### src/rtl/multdiv_pkg.sv
// Shared types and constants for the iterative multiply/divide engine.
package multdiv_pkg;

  localparam int WIDTH_DEF = 32;
  localparam int CNT_W_DEF = 6;

  typedef enum logic [2:0] {
    IDLE = 3'd0,
    MULT = 3'd1,
    DIV  = 3'd2,
    FIX  = 3'd3,
    DONE = 3'd4
  } state_t;

  localparam logic OP_MULT = 1'b0;
  localparam logic OP_DIV  = 1'b1;

endpackage

### src/rtl/multdiv_iter_ctrl_if.sv
// Start/result bundle between the operand latches, the engine and the result bank.
interface multdiv_iter_ctrl_if
  import multdiv_pkg::*;
#(
  parameter int WIDTH = WIDTH_DEF,
  parameter int CNT_W = CNT_W_DEF
);
  // Handshake: ctrl_mult/ctrl_div are one-cycle start pulses, accepted on any
  // cycle (a start while busy aborts and restarts). result/exception are valid
  // only in the single cycle result_rdy (= bank_we) is high; no back-pressure.
  logic             ctrl_mult;
  logic             ctrl_div;
  logic [WIDTH-1:0] operand_a;
  logic [WIDTH-1:0] operand_b;
  logic [WIDTH-1:0] result;
  logic             result_rdy;
  logic             exception;
  logic             busy;
  logic             bank_we;
  logic             bank_clr;
  state_t           state;
  logic [CNT_W-1:0] count;

  modport master (
    output ctrl_mult, ctrl_div, operand_a, operand_b,
    input  result, result_rdy, exception, busy, bank_we, bank_clr, state, count
  );

  modport slave (
    input  ctrl_mult, ctrl_div, operand_a, operand_b,
    output result, result_rdy, exception, busy, bank_we, bank_clr, state, count
  );

endinterface

### src/rtl/multdiv_iter_counter.sv
// Iteration counter: sync clear, enable, terminal-count flag at TERM.
module multdiv_iter_counter #(
  parameter int               CNT_W = 6,
  parameter logic [CNT_W-1:0] TERM  = '1
) (
  input  logic             clk,
  input  logic             clr_n,
  input  logic             clear,
  input  logic             en,
  output logic [CNT_W-1:0] count,
  output logic             tc
);

  always_ff @(posedge clk) begin
    if (!clr_n || clear) begin
      count <= '0;
    end else if (en) begin
      count <= count + CNT_W'(1);
    end
  end

  assign tc = (count == TERM);

endmodule

### src/rtl/multdiv_iter_ctrl.sv
// Iterative signed multiply (radix-2 Booth) / divide (non-restoring on magnitudes)
// engine driving the multdiv result bank.
module multdiv_iter_ctrl
  import multdiv_pkg::*;
#(
  parameter int WIDTH = WIDTH_DEF,
  parameter int CNT_W = CNT_W_DEF
) (
  input logic                 clk,
  input logic                 clr_n,
  multdiv_iter_ctrl_if.slave  bus
);

  state_t           state_q, state_d;
  logic             load_q;
  logic [WIDTH:0]   acc_q;
  logic [WIDTH-1:0] lo_q;
  logic             qm1_q;
  logic [WIDTH:0]   dvs_q;
  logic             neg_q;
  logic [WIDTH-1:0] result_q;
  logic             exc_q;

  logic             start, start_op, iter, cnt_tc;
  logic [CNT_W-1:0] cnt;
  logic [WIDTH:0]   add_x, add_y, add_sum;
  logic             add_sub;
  logic [WIDTH:0]   mul_acc_n;
  logic [WIDTH-1:0] mul_lo_n, div_lo_n;
  logic             mul_ovf;

  assign start    = bus.ctrl_mult | bus.ctrl_div;
  assign start_op = bus.ctrl_mult ? OP_MULT : OP_DIV;
  // The first cycle after a start (load_q) prepares operands; iterations follow.
  assign iter     = (state_q == MULT || state_q == DIV) && !load_q;

  multdiv_iter_counter #(
    .CNT_W (CNT_W),
    .TERM  (CNT_W'(WIDTH - 1))
  ) u_cnt (
    .clk   (clk),
    .clr_n (clr_n),
    .clear (start),
    .en    (iter && !cnt_tc),
    .count (cnt),
    .tc    (cnt_tc)
  );

  always_comb begin
    state_d = state_q;
    if (start) begin
      state_d = (start_op == OP_MULT) ? MULT : DIV;
    end else begin
      case (state_q)
        MULT: if (iter && cnt_tc) state_d = DONE;
        DIV: begin
          if (load_q && dvs_q == '0)  state_d = DONE;
          else if (iter && cnt_tc)    state_d = FIX;
        end
        FIX:     state_d = DONE;
        DONE:    state_d = IDLE;
        default: state_d = state_q;
      endcase
    end
  end

  // Single WIDTH+1 adder shared by Booth steps, divide steps and the remainder restore.
  always_comb begin
    add_x   = '0;
    add_y   = '0;
    add_sub = 1'b0;
    case (state_q)
      MULT: begin
        add_x = acc_q;
        case ({lo_q[0], qm1_q})
          2'b01:   add_y = dvs_q;
          2'b10: begin
            add_y   = dvs_q;
            add_sub = 1'b1;
          end
          default: add_y = '0;
        endcase
      end
      DIV: begin
        add_x   = {acc_q[WIDTH-1:0], lo_q[WIDTH-1]};
        add_y   = dvs_q;
        add_sub = ~acc_q[WIDTH];
      end
      FIX: begin
        add_x = acc_q;
        add_y = acc_q[WIDTH] ? dvs_q : '0;
      end
      default: ;
    endcase
    add_sum = add_x + (add_sub ? ~add_y : add_y) + {{WIDTH{1'b0}}, add_sub};
  end

  assign mul_acc_n = {add_sum[WIDTH], add_sum[WIDTH:1]};
  assign mul_lo_n  = {add_sum[0], lo_q[WIDTH-1:1]};
  assign div_lo_n  = {lo_q[WIDTH-2:0], ~add_sum[WIDTH]};
  assign mul_ovf   = mul_acc_n[WIDTH-1:0] != {WIDTH{mul_lo_n[WIDTH-1]}};

  always_ff @(posedge clk) begin
    if (!clr_n) begin
      state_q  <= IDLE;
      load_q   <= 1'b0;
      acc_q    <= '0;
      lo_q     <= '0;
      qm1_q    <= 1'b0;
      dvs_q    <= '0;
      neg_q    <= 1'b0;
      result_q <= '0;
      exc_q    <= 1'b0;
    end else begin
      state_q <= state_d;
      load_q  <= start;
      if (start) begin
        acc_q    <= '0;
        qm1_q    <= 1'b0;
        result_q <= '0;
        exc_q    <= 1'b0;
        if (start_op == OP_MULT) begin
          lo_q  <= bus.operand_b;
          dvs_q <= {bus.operand_a[WIDTH-1], bus.operand_a};
          neg_q <= 1'b0;
        end else begin
          lo_q  <= bus.operand_a;
          dvs_q <= {bus.operand_b[WIDTH-1], bus.operand_b};
          neg_q <= bus.operand_a[WIDTH-1] ^ bus.operand_b[WIDTH-1];
        end
      end else begin
        case (state_q)
          MULT: begin
            if (iter) begin
              acc_q <= mul_acc_n;
              lo_q  <= mul_lo_n;
              qm1_q <= lo_q[0];
              if (cnt_tc) begin
                result_q <= mul_lo_n;
                exc_q    <= mul_ovf;
              end
            end
          end
          DIV: begin
            if (load_q) begin
              lo_q  <= lo_q[WIDTH-1] ? -lo_q : lo_q;
              dvs_q <= dvs_q[WIDTH] ? -dvs_q : dvs_q;
              if (dvs_q == '0) begin
                result_q <= '0;
                exc_q    <= 1'b1;
              end
            end else begin
              acc_q <= add_sum;
              lo_q  <= div_lo_n;
            end
          end
          FIX: begin
            acc_q    <= add_sum;
            result_q <= neg_q ? -lo_q : lo_q;
            // Only |-2^(W-1)| / 1 with a positive sign leaves the top quotient bit set.
            exc_q    <= ~neg_q & lo_q[WIDTH-1];
          end
          default: ;
        endcase
      end
    end
  end

  assign bus.result     = result_q;
  assign bus.exception  = exc_q;
  assign bus.result_rdy = (state_q == DONE);
  assign bus.bank_we    = (state_q == DONE);
  assign bus.bank_clr   = load_q;
  assign bus.busy       = (state_q == MULT) || (state_q == DIV) || (state_q == FIX);
  assign bus.state      = state_q;
  assign bus.count      = cnt;

endmodule

### src/flat_wrapper.sv
// flat-port wrapper written by rule: the top's interface ports become plain ports
module multdiv_iter_ctrl_flat import multdiv_pkg::*;
#(
  parameter int WIDTH = WIDTH_DEF,
  parameter int CNT_W = CNT_W_DEF
)
  (clk, clr_n, bus_ctrl_mult, bus_ctrl_div, bus_operand_a, bus_operand_b, bus_result, bus_result_rdy, bus_exception, bus_busy, bus_bank_we, bus_bank_clr, bus_state, bus_count);
  multdiv_iter_ctrl_if #(.WIDTH(WIDTH), .CNT_W(CNT_W)) bus_i ();
  input logic clk;
  input logic clr_n;
  input wire logic [$bits(bus_i.ctrl_mult)-1:0] bus_ctrl_mult;
  input wire logic [$bits(bus_i.ctrl_div)-1:0] bus_ctrl_div;
  input wire logic [$bits(bus_i.operand_a)-1:0] bus_operand_a;
  input wire logic [$bits(bus_i.operand_b)-1:0] bus_operand_b;
  output wire logic [$bits(bus_i.result)-1:0] bus_result;
  output wire logic [$bits(bus_i.result_rdy)-1:0] bus_result_rdy;
  output wire logic [$bits(bus_i.exception)-1:0] bus_exception;
  output wire logic [$bits(bus_i.busy)-1:0] bus_busy;
  output wire logic [$bits(bus_i.bank_we)-1:0] bus_bank_we;
  output wire logic [$bits(bus_i.bank_clr)-1:0] bus_bank_clr;
  output wire logic [$bits(bus_i.state)-1:0] bus_state;
  output wire logic [$bits(bus_i.count)-1:0] bus_count;
  assign bus_i.ctrl_mult = bus_ctrl_mult;
  assign bus_i.ctrl_div = bus_ctrl_div;
  assign bus_i.operand_a = bus_operand_a;
  assign bus_i.operand_b = bus_operand_b;
  assign bus_result = bus_i.result;
  assign bus_result_rdy = bus_i.result_rdy;
  assign bus_exception = bus_i.exception;
  assign bus_busy = bus_i.busy;
  assign bus_bank_we = bus_i.bank_we;
  assign bus_bank_clr = bus_i.bank_clr;
  assign bus_state = bus_i.state;
  assign bus_count = bus_i.count;
  multdiv_iter_ctrl #(.WIDTH(WIDTH), .CNT_W(CNT_W)) u_core (.clk(clk), .clr_n(clr_n), .bus(bus_i));
endmodule
### config.mk
export PLATFORM = sky130hd
export DESIGN_NAME = multdiv_iter_ctrl_flat
export DESIGN_NICKNAME = d
export VERILOG_FILES = /design/src/rtl/multdiv_pkg.sv /design/src/rtl/multdiv_iter_ctrl_if.sv /design/src/rtl/multdiv_iter_counter.sv /design/src/rtl/multdiv_iter_ctrl.sv /design/src/flat_wrapper.sv
export SDC_FILE = /design/constraint.sdc
export NUM_CORES = 1
export LEC_CHECK = 0
export CAP_MARGIN = 30
export CELL_PAD_IN_SITES_DETAIL_PLACEMENT = 0
export CELL_PAD_IN_SITES_GLOBAL_PLACEMENT = 1
export CORE_MARGIN = 1.5
export CORE_UTILIZATION = 46
export DETAILED_ROUTE_END_ITERATION = 10
export PLACE_DENSITY_LB_ADDON = 0.3
export SLEW_MARGIN = 0
export SYNTH_ARGS = -nofsm -noshare
export SYNTH_HDL_FRONTEND = slang
export SYNTH_HIERARCHICAL = 1
export SYNTH_SLANG_ARGS = --single-unit
export TNS_END_PERCENT = 30
### constraint.sdc
create_clock -name clk -period 8 [get_ports clk]
set_clock_uncertainty 0.05 [all_clocks]
set_input_delay 2 -clock clk [delete_from_list [all_inputs] [get_ports clk]]
set_output_delay 2 -clock clk [all_outputs]
set_load 0.005 [all_outputs]
==> run_results.csv, run 1 <==
group,metric,value,unit
run_status,status,"completed",
sta,setup_viol,0,
global_routing,grt_pass1_wl,65940,um
die,die_x,163.0,um
synthesis,synth_edf_count,0,
synthesis,synth_nets,1725,
sta,fin_crit,5.246,ns
min_path,hold_path_class,"flop to flop",
sta,slew_headroom,33.85,%
clock_tree,cts_buffer_depth,2,
synthesis,synthesis.area,0.01177,mm2
clock_tree,cts_buffers,17,
global_routing,antenna_found_initial,0,
cells_and_area,stdcell_area,0.01358,mm2
sta,fin_crit_sh,65.58,%
clock_tree,post-cts-setup-buffers,0,
job,maxCapViolations,0,
synthesis,ys_seq_area_share,24.32,%
setup_path,critPathBufInv,1,
sta,fmax,190.6,MHz
synthesis,synth_warnings,6,
power_and_ir_drop,p_switching,0.0007464,W
die,io_pins,114,
setup_path,critPathLaunchType,"flop",
clock_tree,cts-resized-gates,0,
power_and_ir_drop,combPwrFrac,24.4,%
routing,wl,42400,um
sta,setup_tns,0,ns
global_routing,grt_start_max_net_pins,82,
routing,drt-initial-drc-count,1294,
cells_and_area,drive_gt1_share,5.318,%
routing,first_pass_iters,6,
clock_tree,htreeDepth,4,
cells_and_area,antenna_cells,0,
routing,drt-vias-per-instance,6.361,
sta,rsz0062_at_grt,"false",
power_and_ir_drop,pwr-share-seq,37.8,%
clock_tree,clk_latency,0.44,ns
power_and_ir_drop,powerDensity,160.7,mW/mm2
setup_path,cp-end-kind,"flop",
synthesis,synth.distinct_cells,89,
die,initial_core_util,46.75,%
setup_path,crit_top_cell,"xor2_1",
placed_design,hpwl,30690,um
setup_path,path_delay_family,"simple AND/OR/NAND/NOR gates",
clock_tree,cts_hold_buf,0,
sta,tightest_slew,0.9862,ns
routing,vias,12510,
die,die_h,163.0,um
placed_design,gp_congestion,0.9479,
global_routing,grt_pass1_vias,11700,
power_and_ir_drop,internal_power,0.001436,W
setup_path,timing.rr.start,"u_core/bus.state[0]",
synthesis,async_reset_ff_share,0,%
global_routing,grt_overflow,0,
cells_and_area,n_fill_cell,2463,
setup_path,crit_required,8.27,ns
sta,finalHoldViolations,0,
die,core_area,0.02518,mm2
power_and_ir_drop,power.leakage,5.023,nW
die,dieArea,0.02656,mm2
synthesis,ys.flop_type,"dfxtp_1",
cells_and_area,fin_util,53.93,%
global_routing,track_usage,31.92,%
synthesis,synth_seq_cells,143,
clock_tree,cts_tree,"yes",
min_path,min_from,"u_core/acc_q[1]",
synthesis,syn-instance-count,1620,
placed_design,placed_area,0.01299,mm2
die,rows,58,
routing,wl_per_cell,21.57,um
synthesis,syn_area_per_cell,7.267,um2
routing,drcViolationCount,0,
clock_tree,cts.sinks,143,
setup_path,path_class,"flop to flop",
setup_path,critical_path.max_stage_delay,0.67,ns
clock_tree,cts-root-buf,"clkbuf_16",
routing,drtAntennaViolNets,0,
power_and_ir_drop,clkPwrFrac,37.8,%
setup_path,cp_max_fo,37,
setup_path,path_cells,"nor2b_2 > a22o_1 > buf_4 > nand2_1 > xor2_1 > ha_1 > and2_1 > a32o_1 > or3_1 > a21o_1 > a41oi_1 > xor2_1 > nand4bb_1 > or4b_1 > mux2i_1 > o211ai_1 > o21a_1",
sta,final_max_slew_viol_count,0,
power_and_ir_drop,vdd_ir_drop_max,124.5,uV
cells_and_area,area.growth.synth_to_final,15.35,%
setup_path,critical_path.startpoint,"u_core/bus.state[0]",
power_and_ir_drop,p_sw_share,34.20,%
setup_path,worstPathArrival,5.52,ns
clock_tree,path_clk_slew,0.06,ns
cells_and_area,nets,1729,
setup_path,crit_path_top_delay_cell,"dfxtp_1",
placed_design,portBuffers,113,
[worst paths after layout]
| check | end | slack, ns | cells after the start |
|---|---|---|---|
| max reg2reg | u_core/bus.exception | 2.75 | 17 |
| min | u_core/acc_q[1] | 0.43 | 2 |
| max | u_core/bus.exception | 2.75 | 17 |
| min reg2reg | u_core/acc_q[1] | 0.43 | 2 |
[kinds of logic (layout without fill, tap and decap cells)]
family	after synthesis	in the layout	share of synthesized area (%)
and+or+nand+nor	662	662	26.84
xor gates and xnor gates	115	115	8.556
buffers and inverters	175	191	5.909
adders and majority gates	38	38	4.081
DFF	143	143	24.32
AOI/OAI and AO/OA	469	469	28.77
muxes	18	18	1.530
[routing by layer]
layer  track usage (%)  wire length (um)  vias to the layer above
met5                 0                 0                        -
met3             3.259              2514                      116
li1                  -                 -                     5928
met2             53.52             20190                      488
met1             40.77             17750                     5974
met4             15.72              1940                        0
[power by group through the flow]
stage               Sequential [W]  Clock, W  Combinational, W
floorplan                 0.000781         0          0.000394
finish                    0.000824  0.000825          0.000533
detailed placement        0.000837         0          0.000524
CTS                       0.000821  0.000839          0.000527
global route              0.000829  0.000868          0.000583
global placement          0.000837         0          0.000516
[cell type report]
type | instances | area (um2) | share of cell area (%)
multi-input cells | 1302 | 8260 | 60.83
flip-flops and latches | 143 | 2863 | 21.08
repair buffers | 137 | 1365 | 10.05
clock buffers | 18 | 439.2 | 3.234
well taps | 330 | 412.9 | 3.041
clock inverters | 13 | 152.6 | 1.124
inverters | 23 | 86.33 | 0.6358
[flip-flops by register name (all words and copies together), names as in the netlist]
register,cells
u_core/acc_q,33
u_core/bus.bank_clr,1
u_core/bus.exception,1
u_core/bus.result,32
u_core/bus.state,3
u_core/dvs_q,33
u_core/lo_q,32
u_core/neg_q,1
u_core/qm1_q,1
u_core/u_cnt/count,6
[stage by stage]
step	worst slack (ns)	instances	hold WS (ns)	total power, W
floorplan	3.192	1620	0.3949	0.001175
global placement	2.671	1931	0.4116	0.001353
detailed placement	2.630	1935	0.4180	0.001362
CTS	2.762	1966	0.4267	0.002187
global route	2.376	1966	0.4540	0.002279
finish	2.754	1966	0.4253	0.002182
[worst min-delay path: cells and delay by family (launching register included)]
| family | cells | cell delay, ns |
|---|---|---|
| flip-flops | 1 | 0.32 |
| AND/OR/NAND/NOR | 1 | 0.06 |
| AO/OA/AOI/OAI | 1 | 0.05 |
[placed cells by master, fill, tap and decap left out, types with 9 or more instances in the layout]
master / n
ha_1: 36
mux2i_1: 18
o211ai_1: 24
o211a_1: 14
a311oi_1: 15
a221oi_1: 56
nand3_1: 13
xnor2_1: 56
a21oi_1: 70
nand4_1: 15
clkdlybuf4s50_1: 111
nand2b_1: 16
nor4_1: 16
a211oi_1: 27
nor3_1: 84
a22o_1: 33
clkbuf_16: 17
inv_1: 21
dfxtp_1: 143
o21a_1: 9
nor2b_1: 11
or3_1: 21
o21ai_0: 115
nor2_1: 185
o311ai_0: 15
a21o_1: 14
xor2_1: 59
a221o_1: 13
and2_1: 47
buf_4: 20
nand2_1: 189
and3_1: 26
a222oi_1: 13
[synthesized netlist by cell type (11+ instances only)]
cell type | count | area share (%)
a311oi_1 | 15 | 1.1
clkbuf_1 | 134 | 4.3
inv_1 | 21 | 0.67
mux2i_1 | 18 | 1.5
xor2_1 | 59 | 4.4
a22o_1 | 33 | 2.5
nor4_1 | 16 | 0.85
a221o_1 | 13 | 1.1
nand2b_1 | 16 | 0.85
o211ai_1 | 24 | 1.5
nand4_1 | 15 | 0.80
a211oi_1 | 27 | 1.7
or3_1 | 21 | 1.1
o21ai_0 | 115 | 4.9
nand3_1 | 13 | 0.55
ha_1 | 36 | 3.8
a222oi_1 | 13 | 1.1
dfxtp_1 | 143 | 24
a21o_1 | 14 | 0.89
a221oi_1 | 56 | 4.2
a21oi_1 | 70 | 3.0
nor3_1 | 84 | 3.6
nand2_1 | 191 | 6.1
nor2_1 | 187 | 6.0
xnor2_1 | 56 | 4.2
o211a_1 | 14 | 1.2
o311ai_0 | 15 | 1.1
and2_1 | 48 | 2.6
and3_1 | 26 | 1.4
nor2b_1 | 11 | 0.58
Power figures use the tool's default switching activity.
==> run 2, diff against run 1 <==
--- a/config.mk
+++ b/config.mk
@@ -9,7 +9,7 @@
 export CELL_PAD_IN_SITES_DETAIL_PLACEMENT = 0
 export CELL_PAD_IN_SITES_GLOBAL_PLACEMENT = 1
 export CORE_MARGIN = 1.5
-export CORE_UTILIZATION = 46
+export CORE_UTILIZATION = 39
 export DETAILED_ROUTE_END_ITERATION = 10
 export PLACE_DENSITY_LB_ADDON = 0.3
 export SLEW_MARGIN = 0
==> constraint.sdc (replaced) <==
create_clock -name clk -period 4.7 [get_ports clk]
set_clock_uncertainty 0.05 [all_clocks]
set_input_delay 1.175 -clock clk [delete_from_list [all_inputs] [get_ports clk]]
set_output_delay 1.175 -clock clk [all_outputs]
set_load 0.005 [all_outputs]
==> run 2 against run 1 <==
  * Cell count up 4.8%
  * Routed wire length up 1.9%
  * First-iteration DRC count down 18%
  * Global-route usage down 4.5 points
  * Clock power up 72%
  * Worst setup slack worse by 2.6 ns
  * Critical path depth up 1
  * Highest routed layer unchanged
==> run_results.csv, run 2 (synthesis gave the netlist of run 1 again) <==
group,metric,value,unit
clock_tree,clk_latency,0.45,ns
routing,drtAntennaViolNets,0,
clock_tree,htreeDepth,4,
setup_path,cp_max_fo,7,
setup_path,path_class,"flop to flop",
power_and_ir_drop,combPwrFrac,25.5,%
die,rows,63,
power_and_ir_drop,p_total,0.003771,W
cells_and_area,largest_registers,"u_core/acc_q x33, u_core/dvs_q x33",
global_routing,antenna_found_initial,0,
clock_tree,cts.sinks,143,
sta,setup_viol,0,
setup_path,path_delay_family,"compound AO/OA/AOI/OAI gates",
clock_tree,cts_buffer_depth,2,
global_routing,grt_start_max_net_pins,70,
setup_path,crit_path_top_delay_cell,"dfxtp_1",
power_and_ir_drop,clkPwrFrac,37.7,%
setup_path,path_cells,"nor2b_4 > a22o_2 > buf_12 > a21oi_1 > a31o_2 > fa_2 > a21o_1 > nand4_1 > a21oi_2 > or3_4 > a21o_1 > a41oi_2 > xor2_1 > nand4bb_1 > or4b_1 > mux2i_1 > o211ai_1 > o21a_1",
die,io_pins,114,
cells_and_area,fin_util,47.37,%
routing,drcViolationCount,0,
routing,drt-initial-drc-count,1067,
sta,tightest_slew,1.010,ns
routing,first_pass_iters,6,
power_and_ir_drop,power.leakage,5.203,nW
placed_design,placed_area,0.01325,mm2
cells_and_area,seq_area,0.002863,mm2
die,dieArea,0.03124,mm2
setup_path,critPathLaunchType,"flop",
placed_design,gp_congestion,0.9071,
clock_tree,cts-root-buf,"clkbuf_16",
setup_path,crit_required,4.99,ns
power_and_ir_drop,p_switching,0.001292,W
die,die_h,176.7,um
global_routing,grt_overflow,0,
clock_tree,path_clk_slew,0.07,ns
sta,fin_crit_sh,96.63,%
setup_path,cp.depth,18,
power_and_ir_drop,p_sw_share,34.26,%
placed_design,portBuffers,113,
setup_path,worstPathArrival,4.83,ns
die,core_area,0.02964,mm2
cells_and_area,final_cell_mix,"nand2_1 (189), nor2_1 (185), dfxtp_1 (143)",
placed_design,hpwl,31530,um
cells_and_area,area.growth.synth_to_final,19.25,%
cells_and_area,drive_gt1_share,8.378,%
power_and_ir_drop,vdd_ir_drop_max,237.4,uV
sta,fmax,220.2,MHz
clock_tree,cts_tree,"yes",
die,die_x,176.7,um
cells_and_area,stdcell_area,0.01404,mm2
sta,setup_ws,0.1586,ns
setup_path,crit_top_cell,"a21o_1",
power_and_ir_drop,powerDensity,268.6,mW/mm2
setup_path,r2r_cells,18,
setup_path,ff2ff_setup_slack,0.16,ns
sta,whs,0.4323,ns
cells_and_area,nets,1763,
routing,vias,12550,
routing,wl_per_cell,20.96,um
sta,fin_crit,4.541,ns
cells_and_area,n_fill_cell,3045,
die,initial_core_util,39.72,%
sta,slew_headroom,32.59,%
setup_path,cp-end-kind,"flop",
cells_and_area,multiInputGateArea,0.008363,mm2
job,maxCapViolations,0,
global_routing,grt_pass1_vias,11630,
routing,drt-vias-per-instance,6.091,
routing,wl,43200,um
global_routing,grt_pass1_wl,66510,um
global_routing,track_usage,27.44,%
power_and_ir_drop,pwr-share-seq,36.8,%
sta,finalHoldViolations,0,
placed_design,pre_cts_ws,0.01965,ns
min_path,holdPathStages,2,
setup_path,critPathBufInv,1,
setup_path,critical_path.max_stage_delay,0.47,ns
run_status,status,"completed",
sta,final_max_slew_viol_count,0,
power_and_ir_drop,internal_power,0.002479,W
cells_and_area,antenna_cells,0,
min_path,hold_path_class,"flop to flop",
cells_and_area,final_common_cell,"nand2_1",
clock_tree,cts_buffers,17,
[run 2: changes by cell type in the layout (fill, tap and decap cells not counted), moves of 4 or more]
| cell | change |
|---|---|
| a21oi_1 | -5 |
| a21oi_2 | +5 |
| buf_4 | +32 |
| inv_6 | -4 |
[run 2: repair_timing]
item	CTS	global route
resized for setup	1	24
setup buffers	0	3
cloned	0	2
pin swaps	0	12
hold buffers	0	0
setup endpoints to repair	1	1
[run 2: power by group through the flow]
stage | sequential, W | clock, W | combinational (W)
3_3_place_gp | 0.00141 | 0 | 0.000923
5_1_grt | 0.00140 | 0.00149 | 0.00104
6_report | 0.00139 | 0.00142 | 0.000961
3_5_place_dp | 0.00141 | 0 | 0.000927
2_1_floorplan | 0.00133 | 0 | 0.000671
4_1_cts | 0.00138 | 0.00145 | 0.000932
[run 2: cell type report]
cell class / instances / area share [%]
Clock buffer: 20 / 3.253
Clock inverter: 12 / 0.9626
Inverter: 23 / 0.6150
Multi-Input combinational cell: 1302 / 59.57
Sequential cell: 143 / 20.39
Tap cell: 390 / 3.476
Timing Repair Buffer: 171 / 11.73
[run 2: final timing paths]
check                            from              endpoint
hold reg to reg       u_core/acc_q[2]       u_core/acc_q[2]
setup reg to reg  u_core/bus.state[0]  u_core/bus.exception
setup / recovery  u_core/bus.state[0]  u_core/bus.exception
hold / removal        u_core/acc_q[2]       u_core/acc_q[2]
[run 2: metrics by stage]
step                      setup TNS, ns  instances
final                                 0       2061
after global routing           -0.01707       2061
after detailed placement              0       2023
after CTS                             0       2055
after floorplan                       0       1620
after global placement                0       2023
[run 2: metal layers]
metal | track usage (%) | vias up | part of all wire (%)
met1 | 37.51 | 6018 | 46
met3 | 3.286 | 69 | 5.3
met2 | 43.76 | 466 | 46
met5 | 0 | - | 0
li1 | - | 6001 | -
met4 | 10.98 | 0 | 3.0
[run 2: worst register-to-register path: stages, from the launching register on]
cell and delay, ns:
dfxtp_1 0.47, nor2b_4 0.28, a22o_2 0.29, buf_12 0.16, a21oi_1 0.07, a31o_2 0.24
fa_2 0.37, a21o_1 0.18, nand4_1 0.13, a21oi_2 0.10, or3_4 0.38, a21o_1 0.20
a41oi_2 0.18, xor2_1 0.23, nand4bb_1 0.13, or4b_1 0.47, mux2i_1 0.19, o211ai_1 0.12
o21a_1 0.19
